==> config.mk <==
export PLATFORM = sky130hd
export DESIGN_NAME = fp_norm_round
export DESIGN_NICKNAME = d
export VERILOG_FILES = /design/src/rtl/fp_norm_round.sv
export SDC_FILE = /design/constraint.sdc
export NUM_CORES = 1
export LEC_CHECK = 0
export BUFFER_PORTS_ARGS = -buffer_cell sky130_fd_sc_hd__buf_2
export CAP_MARGIN = 20
export CORE_MARGIN = 2
export CORE_UTILIZATION = 45
export DETAILED_ROUTE_END_ITERATION = 6
export HOLD_SLACK_MARGIN = 0.03
export MAX_ROUTING_LAYER = met4
export PLACE_DENSITY = 0.68
export SYNTH_ARGS = -nofsm -noshare
export SYNTH_HDL_FRONTEND = slang
export SYNTH_SLANG_ARGS = --single-unit
==> constraint.sdc <==
create_clock -name clk -period 4 [get_ports clk]
set_input_delay 0.2 -clock clk [delete_from_list [all_inputs] [get_ports clk]]
set_output_delay 0.2 -clock clk [all_outputs]
set_load 0.005 [all_outputs]
==> src/rtl/fp_norm_round.sv <==
// FP adder normalise/round stage: left-normalises the raw sum,
// rounds to nearest-even and packs an IEEE single. Option: FP_NORM_LZC_EN.
module fp_norm_round #(
  parameter int EW        = 8,
  parameter int MAX_SHIFT = 27
) (
  input  logic          clk,
  input  logic          reset,
  input  logic          in_valid,
  output logic          in_ready,
  input  logic [31:0]   ncase_in,
  input  logic          special_in,
  input  logic          sign_in,
  input  logic [27:0]   mant_in,
  input  logic [EW-1:0] exp_in,
  input  logic          carry_in,
  output logic          out_valid,
  input  logic          out_ready,
  output logic [31:0]   result,
  output logic          overflow,
  output logic          underflow,
  output logic          inexact
);

  localparam int XW = EW + 2;
  localparam logic signed [XW-1:0] LONE = XW'(1);

  typedef enum logic [1:0] {
    IDLE,
    SHIFT,
    ROUND,
    OUT
  } state_t;

  state_t                r_state;
  logic [27:0]           r_mant;
  logic signed [XW-1:0]  r_exp;
  logic                  r_sign;
  logic                  r_sub;
  logic                  r_out_valid;
  logic [31:0]           r_result;
  logic                  r_overflow;
  logic                  r_underflow;
  logic                  r_inexact;

  logic [27:0]           w_carry_m;
  logic signed [XW-1:0]  w_exp_in;
  logic                  w_g;
  logic                  w_s;
  logic                  w_inc;
  logic [24:0]           w_r25;
  logic [22:0]           w_frac;
  logic signed [XW-1:0]  w_exp_rnd;
  logic                  w_promote;
  logic                  w_still_sub;
  logic [7:0]            w_fld;
  logic                  w_inx;
  logic                  w_ovf;

  assign w_carry_m = {1'b1, mant_in[27:2], mant_in[1] | mant_in[0]};
  assign w_exp_in  = $signed({2'b00, exp_in});

  assign w_g       = r_mant[3];
  assign w_s       = |r_mant[2:0];
  assign w_inc     = w_g & (w_s | r_mant[4]);
  assign w_r25     = {1'b0, r_mant[27:4]} + {24'd0, w_inc};
  assign w_frac    = w_r25[24] ? w_r25[23:1] : w_r25[22:0];
  assign w_exp_rnd = r_exp + $signed({{(XW-1){1'b0}}, w_r25[24]});
  assign w_promote = r_sub & w_r25[23];
  assign w_still_sub = r_sub & ~w_r25[23];
  assign w_fld     = w_still_sub ? 8'h00 :
                     w_promote   ? 8'h01 : w_exp_rnd[7:0];
  assign w_inx     = w_g | w_s;
  assign w_ovf     = ~r_sub & (w_exp_rnd >= 255);

`ifdef FP_NORM_LZC_EN
  logic [4:0]            w_lz;
  logic [4:0]            w_sh;
  logic [EW-1:0]         w_lim;
  logic [27:0]           w_shm;
  logic signed [XW-1:0]  w_she;

  // Leading-zero count with the shift clamped so the exponent stays >= 1
  always_comb begin
    w_lz = 5'd28;
    for (int i = 0; i < 28; i++) begin
      if (mant_in[i]) w_lz = 5'(27 - i);
    end
    w_lim = (exp_in > 1) ? exp_in - 1'b1 : '0;
    w_sh  = w_lz;
    if ({{(EW-5){1'b0}}, w_lz} > w_lim) w_sh = w_lim[4:0];
    w_shm = mant_in << w_sh;
    w_she = w_exp_in - $signed({{(XW-5){1'b0}}, w_sh});
  end
`else
  localparam int CW = $clog2(MAX_SHIFT + 1);
  logic [CW-1:0]         r_cnt;
`endif

  // Control FSM: accept, normalise, round, then hold output until taken
  always_ff @(posedge clk) begin
    if (!reset) begin
      r_state     <= IDLE;
      r_mant      <= '0;
      r_exp       <= '0;
      r_sign      <= 1'b0;
      r_sub       <= 1'b0;
      r_out_valid <= 1'b0;
      r_result    <= '0;
      r_overflow  <= 1'b0;
      r_underflow <= 1'b0;
      r_inexact   <= 1'b0;
`ifndef FP_NORM_LZC_EN
      r_cnt       <= '0;
`endif
    end else begin
      unique case (r_state)
        IDLE: begin
          if (in_valid) begin
            r_sign <= sign_in;
            r_sub  <= 1'b0;
`ifndef FP_NORM_LZC_EN
            r_cnt  <= '0;
`endif
            if (special_in) begin
              r_result    <= ncase_in;
              r_overflow  <= 1'b0;
              r_underflow <= 1'b0;
              r_inexact   <= 1'b0;
              r_out_valid <= 1'b1;
              r_state     <= OUT;
            end else if (carry_in) begin
              r_mant  <= w_carry_m;
              r_exp   <= w_exp_in + LONE;
              r_state <= ROUND;
            end else if (mant_in == '0) begin
              r_result    <= {sign_in, 31'd0};
              r_overflow  <= 1'b0;
              r_underflow <= 1'b0;
              r_inexact   <= 1'b0;
              r_out_valid <= 1'b1;
              r_state     <= OUT;
            end else if (mant_in[27]) begin
              r_mant  <= mant_in;
              r_exp   <= w_exp_in;
              r_state <= ROUND;
            end else begin
`ifdef FP_NORM_LZC_EN
              r_mant  <= w_shm;
              r_exp   <= w_she;
              r_sub   <= ~w_shm[27];
              r_state <= ROUND;
`else
              r_mant  <= mant_in;
              r_exp   <= w_exp_in;
              r_state <= SHIFT;
`endif
            end
          end
        end
        SHIFT: begin
`ifdef FP_NORM_LZC_EN
          r_state <= ROUND;
`else
          if (r_mant[27]) begin
            r_state <= ROUND;
          end else if (r_cnt == CW'(MAX_SHIFT)) begin
            r_sub   <= 1'b1;
            r_state <= ROUND;
          end else if (r_exp > 1) begin
            r_mant <= r_mant << 1;
            r_exp  <= r_exp - LONE;
            r_cnt  <= r_cnt + 1'b1;
          end else begin
            r_sub   <= 1'b1;
            r_state <= ROUND;
          end
`endif
        end
        ROUND: begin
          r_inexact   <= w_inx;
          r_out_valid <= 1'b1;
          r_state     <= OUT;
          if (w_ovf) begin
            r_result    <= {r_sign, 8'hFF, 23'd0};
            r_overflow  <= 1'b1;
            r_underflow <= 1'b0;
          end else begin
            r_result    <= {r_sign, w_fld, w_frac};
            r_overflow  <= 1'b0;
            r_underflow <= w_still_sub & w_inx;
          end
        end
        OUT: begin
          if (out_ready) begin
            r_out_valid <= 1'b0;
            r_state     <= IDLE;
          end
        end
        default: r_state <= IDLE;
      endcase
    end
  end

  assign in_ready  = (r_state == IDLE);
  assign out_valid = r_out_valid;
  assign result    = r_result;
  assign overflow  = r_overflow;
  assign underflow = r_underflow;
  assign inexact   = r_inexact;

endmodule

==> results.toml <==
[detailed_routing]
wirelength_mm = 15.93
antenna_left = 0
wire_per_inst_um = 17.82
first_pass_iters = 5
vias = 5459
vias_per_cell = 6.106
drc = 0
initialDrtViolationCount = 520

[place]
io_buffers = 111
postPlaceCellArea_um2 = 6002
place.gp.congestion = 0.8693
hpwl_mm = 11.97
dp.cells = 881

[synth]
yosysTopAreaCellShare_pct = 30.87
synth.distinct_cells = 62
synth_warnings = 0
synth.area.top_cells = "dfxtp_1 31%, o21ai_0 6.0%, mux2i_1 5.8%"
ys.flop_type = "dfxtp_1"
synth_cells = 662
synth_common_cells = "83 x dfxtp_1, 65 x o21ai_0, 57 x nand2_1"
syn_area_per_cell_um2 = 8.131
yosysTopAreaCell = "dfxtp_1"
async_reset_ff_share_pct = 0
synth_seq_cells = 83
syn_nets = 748
yosysMostFrequentCell = "dfxtp_1"
synth-seq-area-share_pct = 30.87
synth_edf_count = 0
syn-cell-area_um2 = 5383

[worst_setup_path]
path_class = "reg2reg"
path_cells = "and2_1 > ha_1 > and4_1 > nand4_2 > inv_1 > ha_1 > ha_1 > nand3_1 > or3_1 > a2111oi_2 > o2111ai_1 > buf_4 > nor3_4 > a211o_1"
end_kind = "flop"
path_common_cell = "ha_1"
slowest_stage = "dfxtp_1"
cpPeakStageDelay_ns = 0.41
crit_family = "simple AND/OR/NAND/NOR gates"
r2r_slack_ns = 0.26
cp_max_fo = 11
start_kind = "flop"
crit_buf_inv = 2
crit_arrival_ns = 4.02
crit_required_ns = 4.28

[global_routing]
overflow = 0
antenna_found_initial = 0
grt_pass1_wl_mm = 26.08
top_usage_layer = "met2"
grt_pass1_vias = 5177
met1_usage_pct = 36.60
grt_max_degree = 45
grtUsageTotal_pct = 25.66
grtUsageMet2_pct = 38.84
grt_util_met3_pct = 2.497

[timing]
worst_slew_pin_slew_ns = 0.9618
rsz0062_at_grt = "false"
finalSetupViolations = 0
fmax_ghz = 0.2672
clock_skew_ns = 0.006839
fin_setup_tns_ns = 0
finalCritPeriodShare_pct = 93.57
max_slew_margin_pct = 35.04
period_needed_ns = 3.743
drv_slew = 0
hold_violations = 0

[clock_network]
clkTransAtPathRegs_ns = 0.06
numCtsBuffers = 9
cts-root-buf = "clkbuf_16"
post-cts-setup-buffers = 0
htree_levels = 3
clock_latency_ns = 0.34
cts.sinks = 83
tritoncts = "built"
clock_path_buffers = 2

[finish]
stdcell_area_um2 = 6259
nets = 835
area_growth_pct = 16.27
drive_gt1_share_pct = 20.91
final_cells = 894
antennaDiodeCount = 0
fill_cells = 1093

[floorplanning]
dieHeight_um = 113.4
die_area_um2 = 12850
coreArea_um2 = 11560
row_count = 39
initial_core_util_pct = 46.54
dieWidth_um = 113.4
io_pins = 112

[pwr]
p_per_area_nw_per_um2 = 631.4
ir_worst_vdd_mv = 0.3120
power_leakage_nw = 2.553
total_power_mw = 3.951

[job]
cap_violations = 0

[hold_path]
hp-class = "in2reg"

[outcome]
status = "complete, no violations"
==> cells by family (layout without fill, tap and decap cells) <==
family          after synthesis  after routing  share of synthesized area [%]
flops                        83             83                          30.87
simple gates                214            214                          20.46
fa+ha+maj                    11             11                          2.557
buf+inv                      64            153                          5.277
mux                          33             33                          6.183
compound gates              222            222                          28.96
xor+xnor                     35             35                          5.695
==> metal layers <==
metal,wire length (µm),vias up
met5,0,-
met4,218,0
met3,998,18
met2,6979,204
met1,7734,2575
li1,-,2662
==> sequential cells by signal (all words and copies together), names as in the netlist <==
| name | cells |
|---|---|
| out_valid | 1 |
| inexact | 1 |
| r_mant | 28 |
| r_state | 2 |
| r_cnt | 5 |
| underflow | 1 |
| result | 32 |
| r_exp | 10 |
| overflow | 1 |
| r_sign | 1 |
| r_sub | 1 |
==> stage by stage <==
stage	util (%)	hold WS [ns]	setup slack, ns
floorplan	-	0.3475	0.7564
global placement	51.90	0.4422	0.4395
detailed placement	51.90	0.4478	0.1945
CTS	54.06	0.1305	0.1882
global route	54.12	0.1604	0.002516
finish	54.12	0.1330	0.2573
==> worst paths after layout <==
check,startpoint,end,cells after the start
setup / recovery,r_mant[3],result[26],14
hold / removal,sign_in,r_sign,3
setup reg to reg,r_mant[3],result[26],14
hold reg to reg,result[31],result[31],2
==> final cells by class <==
cell class	count	area [µm²]	area share, %
Multi-Input combinational cell	515	3443	55.02
Sequential cell	83	1662	26.55
Timing Repair Buffer	127	675.6	10.80
Inverter	13	48.80	0.7797
Clock buffer	13	250.2	3.998
Tap cell	143	178.9	2.859
==> tightest hold or removal path, cell delays in order <==
cell	delay [ns]
buf_2	0.11
nand3_1	0.06
a21oi_1	0.06
==> power by group <==
part           total [mW]  internal (mW)  switching, mW
Sequential           1.27           1.02          0.245
Combinational        1.95          0.736           1.21
Clock               0.738          0.428          0.311
Total                3.95           2.19           1.77
==> cell usage in the layout (no fill, tap or decap), drive strengths merged, types with 10 or more instances in the layout <==
master     n
nor4      11
o21a      21
and2      10
nand2     60
mux2i     31
a221oi    12
nor3      10
nand4     21
nand3     22
xor2      17
o22ai     20
buf      127
o21ai     65
xnor2     18
inv       13
clkbuf    13
a32oi     15
ha        11
o2bb2ai   14
nor2      49
a21oi     27
dfxtp     83
==> repair_timing <==
item	4_1_cts	5_1_grt
setup endpoints to repair	0	5
hold buffers	0	0
resized for setup	0	1
No activity file was read; power rests on OpenSTA's default activity.
